## src/rtl/gsa_ctrl_if.sv

```systemverilog
// Sample, averager and result signals of the growing-sum averager controller.
// master = controller side, slave = sample source / averager / readout side.
interface gsa_ctrl_if #(
  parameter int N       = 16,
  parameter int NAVG_W  = 8,
  parameter int FRAME_W = 16
);
  logic               s_valid;
  logic               s_ready;
  logic [N-1:0]       s_data;
  logic               avg_valid;
  logic [N-1:0]       avg_x;
  logic [NAVG_W-1:0]  avg_n_avgs;
  logic               avg_new_dat;
  logic [N-1:0]       avg_y;
  logic               m_valid;
  logic [N-1:0]       m_data;
  logic [FRAME_W-1:0] m_frame;

  modport master (
    input  s_valid, s_data, avg_new_dat, avg_y,
    output s_ready, avg_valid, avg_x, avg_n_avgs, m_valid, m_data, m_frame
  );

  modport slave (
    output s_valid, s_data, avg_new_dat, avg_y,
    input  s_ready, avg_valid, avg_x, avg_n_avgs, m_valid, m_data, m_frame
  );
endinterface

```

## src/rtl/gsa_ctrl.sv

```systemverilog
// Sequencing controller for the signed growing-sum averager: whole-frame sample
// admission, boundary-aligned length changes with drain/settle, frame-tagged results.
module gsa_ctrl #(
  parameter int N             = 16,
  parameter int NAVG_W        = 8,
  parameter int MAX_LOG2      = 10,
  parameter int SETTLE_CYC    = 3,
  parameter int DRAIN_TIMEOUT = 64,
  parameter int FRAME_W       = 16
) (
  input  logic              clk,
  input  logic              rst,
  input  logic              enable,
  input  logic [NAVG_W-1:0] cfg_n_avgs,
  input  logic              cfg_update,
  output logic              cfg_busy,
  gsa_ctrl_if.master        bus,
  output logic              err_unexp,
  output logic              err_timeout
);
  localparam int CNT_W = MAX_LOG2 + 1;
  localparam int SET_W = $clog2(SETTLE_CYC + 1);
  localparam int DRN_W = $clog2(DRAIN_TIMEOUT + 1);
  localparam int OUT_W = 8;

  typedef enum logic [1:0] {IDLE, SETTLE, RUN, DRAIN} state_t;
  state_t state, state_nxt;

  logic [NAVG_W-1:0]  active, active_nxt, pend_val, cfg_clamped, n_avgs_q;
  logic               pend_vld;
  logic [CNT_W-1:0]   sample_cnt, frame_max;
  logic [SET_W-1:0]   settle_cnt;
  logic [DRN_W-1:0]   drain_cnt;
  logic [OUT_W-1:0]   outstanding;
  logic [FRAME_W-1:0] frame_idx, m_frame_q;
  logic [N-1:0]       avg_x_q, m_data_q;
  logic               avg_valid_q, m_valid_q;
  logic               accept, boundary, result_ok, drain_to, drain_exit;

  assign cfg_clamped = (cfg_n_avgs > NAVG_W'(MAX_LOG2)) ? NAVG_W'(MAX_LOG2) : cfg_n_avgs;
  assign frame_max   = (CNT_W'(1) << active) - CNT_W'(1);
  assign accept      = (state == RUN) & bus.s_valid;
  assign boundary    = accept & (sample_cnt == frame_max);
  assign result_ok   = bus.avg_new_dat & (outstanding != '0);
  assign drain_to    = (state == DRAIN) & (outstanding != '0) &
                       (drain_cnt == DRN_W'(DRAIN_TIMEOUT - 1));
  assign drain_exit  = (state == DRAIN) & ((outstanding == '0) | drain_to);

  assign bus.s_ready    = (state == RUN);
  assign bus.avg_valid  = avg_valid_q;
  assign bus.avg_x      = avg_x_q;
  assign bus.avg_n_avgs = n_avgs_q;
  assign bus.m_valid    = m_valid_q;
  assign bus.m_data     = m_data_q;
  assign bus.m_frame    = m_frame_q;
  assign cfg_busy       = pend_vld | (state == DRAIN) | (state == SETTLE);

  always_ff @(posedge clk) begin
    if (rst) state <= IDLE;
    else     state <= state_nxt;
  end

  // active_nxt folds in a same-cycle cfg_update so SETTLE entry sees the new length
  always_comb begin
    state_nxt  = state;
    active_nxt = active;
    case (state)
      IDLE: begin
        if (cfg_update) active_nxt = cfg_clamped;
        if (enable)     state_nxt  = SETTLE;
      end
      SETTLE: if (settle_cnt == SET_W'(SETTLE_CYC - 1)) state_nxt = RUN;
      RUN: if (boundary & (pend_vld | cfg_update | ~enable)) state_nxt = DRAIN;
      DRAIN: if (drain_exit) begin
        if (cfg_update)    active_nxt = cfg_clamped;
        else if (pend_vld) active_nxt = pend_val;
        state_nxt = enable ? SETTLE : IDLE;
      end
      default: state_nxt = IDLE;
    endcase
  end

  always_ff @(posedge clk) begin
    if (rst) begin
      active      <= NAVG_W'(1);
      n_avgs_q    <= NAVG_W'(1);
      pend_vld    <= 1'b0;
      pend_val    <= '0;
      sample_cnt  <= '0;
      settle_cnt  <= '0;
      drain_cnt   <= '0;
      outstanding <= '0;
      frame_idx   <= '0;
      avg_valid_q <= 1'b0;
      avg_x_q     <= '0;
      m_valid_q   <= 1'b0;
      m_data_q    <= '0;
      m_frame_q   <= '0;
      err_unexp   <= 1'b0;
      err_timeout <= 1'b0;
    end else begin
      active <= active_nxt;
      if ((state == IDLE) | drain_exit) pend_vld <= 1'b0;
      else if (cfg_update) begin
        pend_vld <= 1'b1;
        pend_val <= cfg_clamped;
      end
      if ((state != SETTLE) && (state_nxt == SETTLE)) begin
        n_avgs_q   <= active_nxt;
        settle_cnt <= '0;
      end else if (state == SETTLE) begin
        settle_cnt <= settle_cnt + SET_W'(1);
      end
      if (state != RUN) sample_cnt <= '0;
      else if (accept)  sample_cnt <= boundary ? '0 : sample_cnt + CNT_W'(1);
      drain_cnt <= (state == DRAIN) ? drain_cnt + DRN_W'(1) : '0;
      if (drain_to) outstanding <= '0;
      else          outstanding <= outstanding + OUT_W'(boundary) - OUT_W'(result_ok);
      err_timeout <= err_timeout | drain_to;
      err_unexp   <= err_unexp | (bus.avg_new_dat & (outstanding == '0));
      avg_valid_q <= accept;
      if (accept) avg_x_q <= bus.s_data;
      m_valid_q <= result_ok;
      if (result_ok) begin
        m_data_q  <= bus.avg_y;
        m_frame_q <= frame_idx;
        frame_idx <= frame_idx + FRAME_W'(1);
      end
    end
  end
endmodule
```

## src/flat_wrapper.sv

```systemverilog
// flat-port wrapper written by rule: the top's interface ports become plain ports
module gsa_ctrl_flat 
#(
  parameter int N             = 16,
  parameter int NAVG_W        = 8,
  parameter int MAX_LOG2      = 10,
  parameter int SETTLE_CYC    = 3,
  parameter int DRAIN_TIMEOUT = 64,
  parameter int FRAME_W       = 16
)
  (clk, rst, enable, cfg_n_avgs, cfg_update, cfg_busy, err_unexp, err_timeout, bus_s_valid, bus_s_data, bus_avg_new_dat, bus_avg_y, bus_s_ready, bus_avg_valid, bus_avg_x, bus_avg_n_avgs, bus_m_valid, bus_m_data, bus_m_frame);
  gsa_ctrl_if #(.N(N), .NAVG_W(NAVG_W), .FRAME_W(FRAME_W)) bus_i ();
  input  logic clk;
  input  logic rst;
  input  logic enable;
  input  logic [NAVG_W-1:0] cfg_n_avgs;
  input  logic cfg_update;
  output logic cfg_busy;
  output logic err_unexp;
  output logic err_timeout;
  input wire logic [$bits(bus_i.s_valid)-1:0] bus_s_valid;
  input wire logic [$bits(bus_i.s_data)-1:0] bus_s_data;
  input wire logic [$bits(bus_i.avg_new_dat)-1:0] bus_avg_new_dat;
  input wire logic [$bits(bus_i.avg_y)-1:0] bus_avg_y;
  output wire logic [$bits(bus_i.s_ready)-1:0] bus_s_ready;
  output wire logic [$bits(bus_i.avg_valid)-1:0] bus_avg_valid;
  output wire logic [$bits(bus_i.avg_x)-1:0] bus_avg_x;
  output wire logic [$bits(bus_i.avg_n_avgs)-1:0] bus_avg_n_avgs;
  output wire logic [$bits(bus_i.m_valid)-1:0] bus_m_valid;
  output wire logic [$bits(bus_i.m_data)-1:0] bus_m_data;
  output wire logic [$bits(bus_i.m_frame)-1:0] bus_m_frame;
  assign bus_i.s_valid = bus_s_valid;
  assign bus_i.s_data = bus_s_data;
  assign bus_i.avg_new_dat = bus_avg_new_dat;
  assign bus_i.avg_y = bus_avg_y;
  assign bus_s_ready = bus_i.s_ready;
  assign bus_avg_valid = bus_i.avg_valid;
  assign bus_avg_x = bus_i.avg_x;
  assign bus_avg_n_avgs = bus_i.avg_n_avgs;
  assign bus_m_valid = bus_i.m_valid;
  assign bus_m_data = bus_i.m_data;
  assign bus_m_frame = bus_i.m_frame;
  gsa_ctrl #(.N(N), .NAVG_W(NAVG_W), .MAX_LOG2(MAX_LOG2), .SETTLE_CYC(SETTLE_CYC), .DRAIN_TIMEOUT(DRAIN_TIMEOUT), .FRAME_W(FRAME_W)) u_core (.clk(clk), .rst(rst), .enable(enable), .cfg_n_avgs(cfg_n_avgs), .cfg_update(cfg_update), .cfg_busy(cfg_busy), .bus(bus_i), .err_unexp(err_unexp), .err_timeout(err_timeout));
endmodule
```

## config.mk

```make
export PLATFORM = sky130hd
export DESIGN_NAME = gsa_ctrl_flat
export DESIGN_NICKNAME = d
export VERILOG_FILES = /design/src/rtl/gsa_ctrl_if.sv /design/src/rtl/gsa_ctrl.sv /design/src/flat_wrapper.sv
export SDC_FILE = /design/constraint.sdc
export NUM_CORES = 1
export LEC_CHECK = 0
export CAP_MARGIN = 10
export CORE_MARGIN = 10
export CORE_UTILIZATION = 52
export DETAILED_ROUTE_END_ITERATION = 8
export PLACE_DENSITY_LB_ADDON = 0.12
export SLEW_MARGIN = 5
export SYNTH_ARGS = -nofsm -noshare
export SYNTH_HDL_FRONTEND = slang
export SYNTH_SLANG_ARGS = --single-unit
```

## constraint.sdc

```tcl
create_clock -name clk -period 5.2 [get_ports clk]
set_input_delay 1.04 -clock clk [delete_from_list [all_inputs] [get_ports clk]]
set_output_delay 1.04 -clock clk [all_outputs]
set_load 0.005 [all_outputs]
```

==> flow_metrics.env <==
export IMPL_fmax_mhz=210
export IMPL_slowest_stage="or4_4"
export IMPL_drv_slew=0
export IMPL_drt_initial_drc_count=371
export IMPL_powerDensity_nw_per_um2=442
export IMPL_synth_edff_count=0
export IMPL_hold_path_class="reg -> reg"
export IMPL_io_buffers=107
export IMPL_synth_top_area_frac=0.441
export IMPL_fin_area_um2=7350
export IMPL_leakagePower_nw=2.77
export IMPL_fp_dieW_um=124
export IMPL_clkTransAtPathRegs_ps=60
export IMPL_skew_ps=4.90
export IMPL_grt_pass1_wl_um=23700
export IMPL_clockRootBuffer="clkbuf_8"
export IMPL_cpPeakStageDelay_ps=610
export IMPL_mostFrequentLayoutCell="nand2_1"
export IMPL_arrival_ps=5200
export IMPL_cap_violations=0
export IMPL_drive_gt1_frac=0.0599
export IMPL_holdWs_ps=451
export IMPL_p_comb_frac=0.272
export IMPL_cp_top_family="simple AND/OR/NAND/NOR gates"
export IMPL_path_common_cell="nor2_1"
export IMPL_htree_levels=4
export IMPL_vias_per_cell=5.47
export IMPL_grt_overflow=0
export IMPL_cp_end_kind="flop"
export IMPL_post_cts_setup_buffers=0
export IMPL_antenna_left=0
export IMPL_cts_made_buffers=17
export IMPL_antenna_found_initial=0
export IMPL_wl_per_cell_um=15.8
export IMPL_via_count=5033
export IMPL_grt_pass1_vias=4936
export IMPL_syn_area_um2=5580
export IMPL_crit_chain="or4_4, nor3_2, nand2_1, ha_1, or2_2, o32a_1, o32ai_1, xor2_1, nor2_1, nand4bb_1, inv_1, ha_1, fa_1, a21oi_1, o21bai_1, a21oi_1, nor2_1, nor2_1, xor2_1, nor2_1"
export IMPL_power_mw=3.25
export IMPL_multi_input_area_um2=2870
export IMPL_ir_drop_mv=0.278
export IMPL_p_int_mw=2.28
export IMPL_ys_dominant_reg_cell="dfxtp_1"
export IMPL_status="complete, no violations"
export IMPL_regArea_um2=2460
export IMPL_critPathMaxFanout=11
export IMPL_setup_tns_final_ps=0
export IMPL_place_area_um2=6700
export IMPL_cts_sinks=123
export IMPL_synth_seq_area_share=0.441
export IMPL_die_height_um=124
export IMPL_crit_buf_inv=1
export IMPL_syn2layout_area_growth_pct=31.6
export IMPL_row_count=37
export IMPL_wl_um=14500
export IMPL_dp_hpwl_um=10400
export IMPL_synthCells=678
export IMPL_final_cell_mix="nand2_1 (128), dfxtp_1 (123), clkdlybuf4s50_1 (106)"
export IMPL_drt_first_pass_iters=5
export IMPL_p_clk_frac=0.391
export IMPL_rsz0062_at_grt="no"
export IMPL_synthesis_nets=745
export IMPL_final_hold_violation_count=0
export IMPL_clock_latency_ps=540
export IMPL_cp_start_kind="flop"
export IMPL_worst_pin_slew_ps=964
export IMPL_power_frac_seq=0.338
export IMPL_netSwitchingPower_mw=0.971
export IMPL_coreArea_um2=10400
export IMPL_diodes=0
export IMPL_syn_avg_cell_area_um2=8.24
export IMPL_gp_congestion=0.931
export IMPL_synth_area_leaders="dfxtp_1 (44%), nand2_1 (8.6%), a21oi_1 (5.8%), ha_1 (4.5%), xor2_1 (4.2%)"
export IMPL_ys_types=59
export IMPL_finalCritPeriodShare=0.918
export IMPL_async_flop_share=0
export IMPL_cts_buffer_depth=2
export IMPL_drc=0
export IMPL_synth_warning_count=0
export IMPL_place_inst=888
export IMPL_cts_tree="built"
export IMPL_slew_headroom=0.357
export IMPL_finalCriticalPeriod_ps=4770
export IMPL_cp_required_ps=5630
export IMPL_grt_max_degree=49
export IMPL_instances_no_fill=920
export IMPL_fillerInstances=864
export IMPL_yosys_area_top_type="dfxtp_1"
export IMPL_worstSetupPathType="reg -> reg"
export IMPL_track_usage=0.193
export IMPL_swShare=0.299
export IMPL_setup_viol=0
export IMPL_fp_dieArea_um2=15300
export IMPL_initial_core_util=0.536
export IMPL_nNetsFinal=838
export IMPL_pin_count=108
export IMPL_ys_ff_latch=123
## routing by layer
metal | global-route usage | wire (µm) | vias to the layer above
li1 | - | - | 2504
met1 | 0.212 | 5870 | 2384
met2 | 0.331 | 7420 | 121
met3 | 0.0674 | 899 | 24
met4 | 0.0815 | 314 | 0
met5 | 0 | 0 | -
## power by group through the flow
stage	sequential (mW)	clock [mW]	combinational (mW)
final	1.10	1.27	0.882
after global routing	1.11	1.33	0.993
after CTS	1.09	1.28	0.881
after detailed placement	1.11	0	0.873
after global placement	1.11	0	0.837
after floorplan	1.08	0	0.657
## sequential cells by signal (all words and copies together), names as in the netlist
signal and flops:
u_core.outstanding 8, u_core.err_timeout 1, u_core.pend_val 8, u_core.bus.avg_x 16, u_core.active 8, u_core.state 2, u_core.bus.avg_valid 1, u_core.err_unexp 1
u_core.sample_cnt 11, u_core.bus.m_data 16, u_core.settle_cnt 2, u_core.bus.avg_n_avgs 8, u_core.bus.m_frame 16, u_core.bus.m_valid 1, u_core.drain_cnt 7, u_core.pend_vld 1
u_core.frame_idx 16
## through the flow
stage / setup slack, ps / util
2_1_floorplan: 956 / -
3_3_place_gp: 554 / 0.643
3_5_place_dp: 314 / 0.643
4_1_cts: 259 / 0.705
5_1_grt: 58.6 / 0.705
6_report: 428 / 0.705
## final timing paths
check                                    startpoint                    end  slack [ps]  cells past startpoint
worst max-delay path               u_core.active[4]  u_core.outstanding[6]         430                     20
worst min-delay path            u_core.drain_cnt[0]    u_core.drain_cnt[0]         450                      1
worst max register to register     u_core.active[4]  u_core.outstanding[6]         430                     20
worst min register to register  u_core.drain_cnt[0]    u_core.drain_cnt[0]         450                      1
## cell type report
type	instances	area share
Multi-Input combinational cell	489	0.390
Sequential cell	123	0.335
Timing Repair Buffer	112	0.150
Inverter	28	0.0143
Clock inverter	12	0.0264
Clock buffer	20	0.0606
Tap cell	136	0.0232
## Yosys cell counts, types with 3 or more instances
cell type / instances
a21o_1: 3
nand2_1: 128
a2111oi_0: 3
a22o_1: 4
o31ai_1: 4
clkbuf_1: 28
mux2i_1: 9
nor4_1: 10
o21ai_0: 16
or2_2: 3
nor2_1: 62
nand4_1: 8
buf_1: 5
nand3b_1: 3
nor3_1: 22
xnor2_1: 16
ha_1: 20
o21a_1: 4
a21oi_1: 65
dfxtp_1: 123
a221oi_1: 3
xor2_1: 27
a31oi_1: 3
o22ai_1: 3
nand2b_1: 5
or3_1: 9
nor3b_1: 4
nand3_1: 11
and2_1: 5
inv_1: 28
and3_1: 7
## timing repair
item	CTS	global route
hold buffers	0	0
setup endpoints to repair	0	2
gates resized for setup	0	2
## logic make-up (layout without fill, tap and decap cells)
kind of cell / after synthesis / after routing / share of synthesized area
muxes: 10 / 10 / 0.0181
and+or+nand+nor: 285 / 285 / 0.233
xor gates and xnor gates: 43 / 43 / 0.0674
AOI/OAI and AO/OA: 130 / 130 / 0.145
DFF: 123 / 123 / 0.441
adders and majority gates: 21 / 21 / 0.0484
buffers and inverters: 66 / 172 / 0.0471
(Power assumes the default switching activity.)
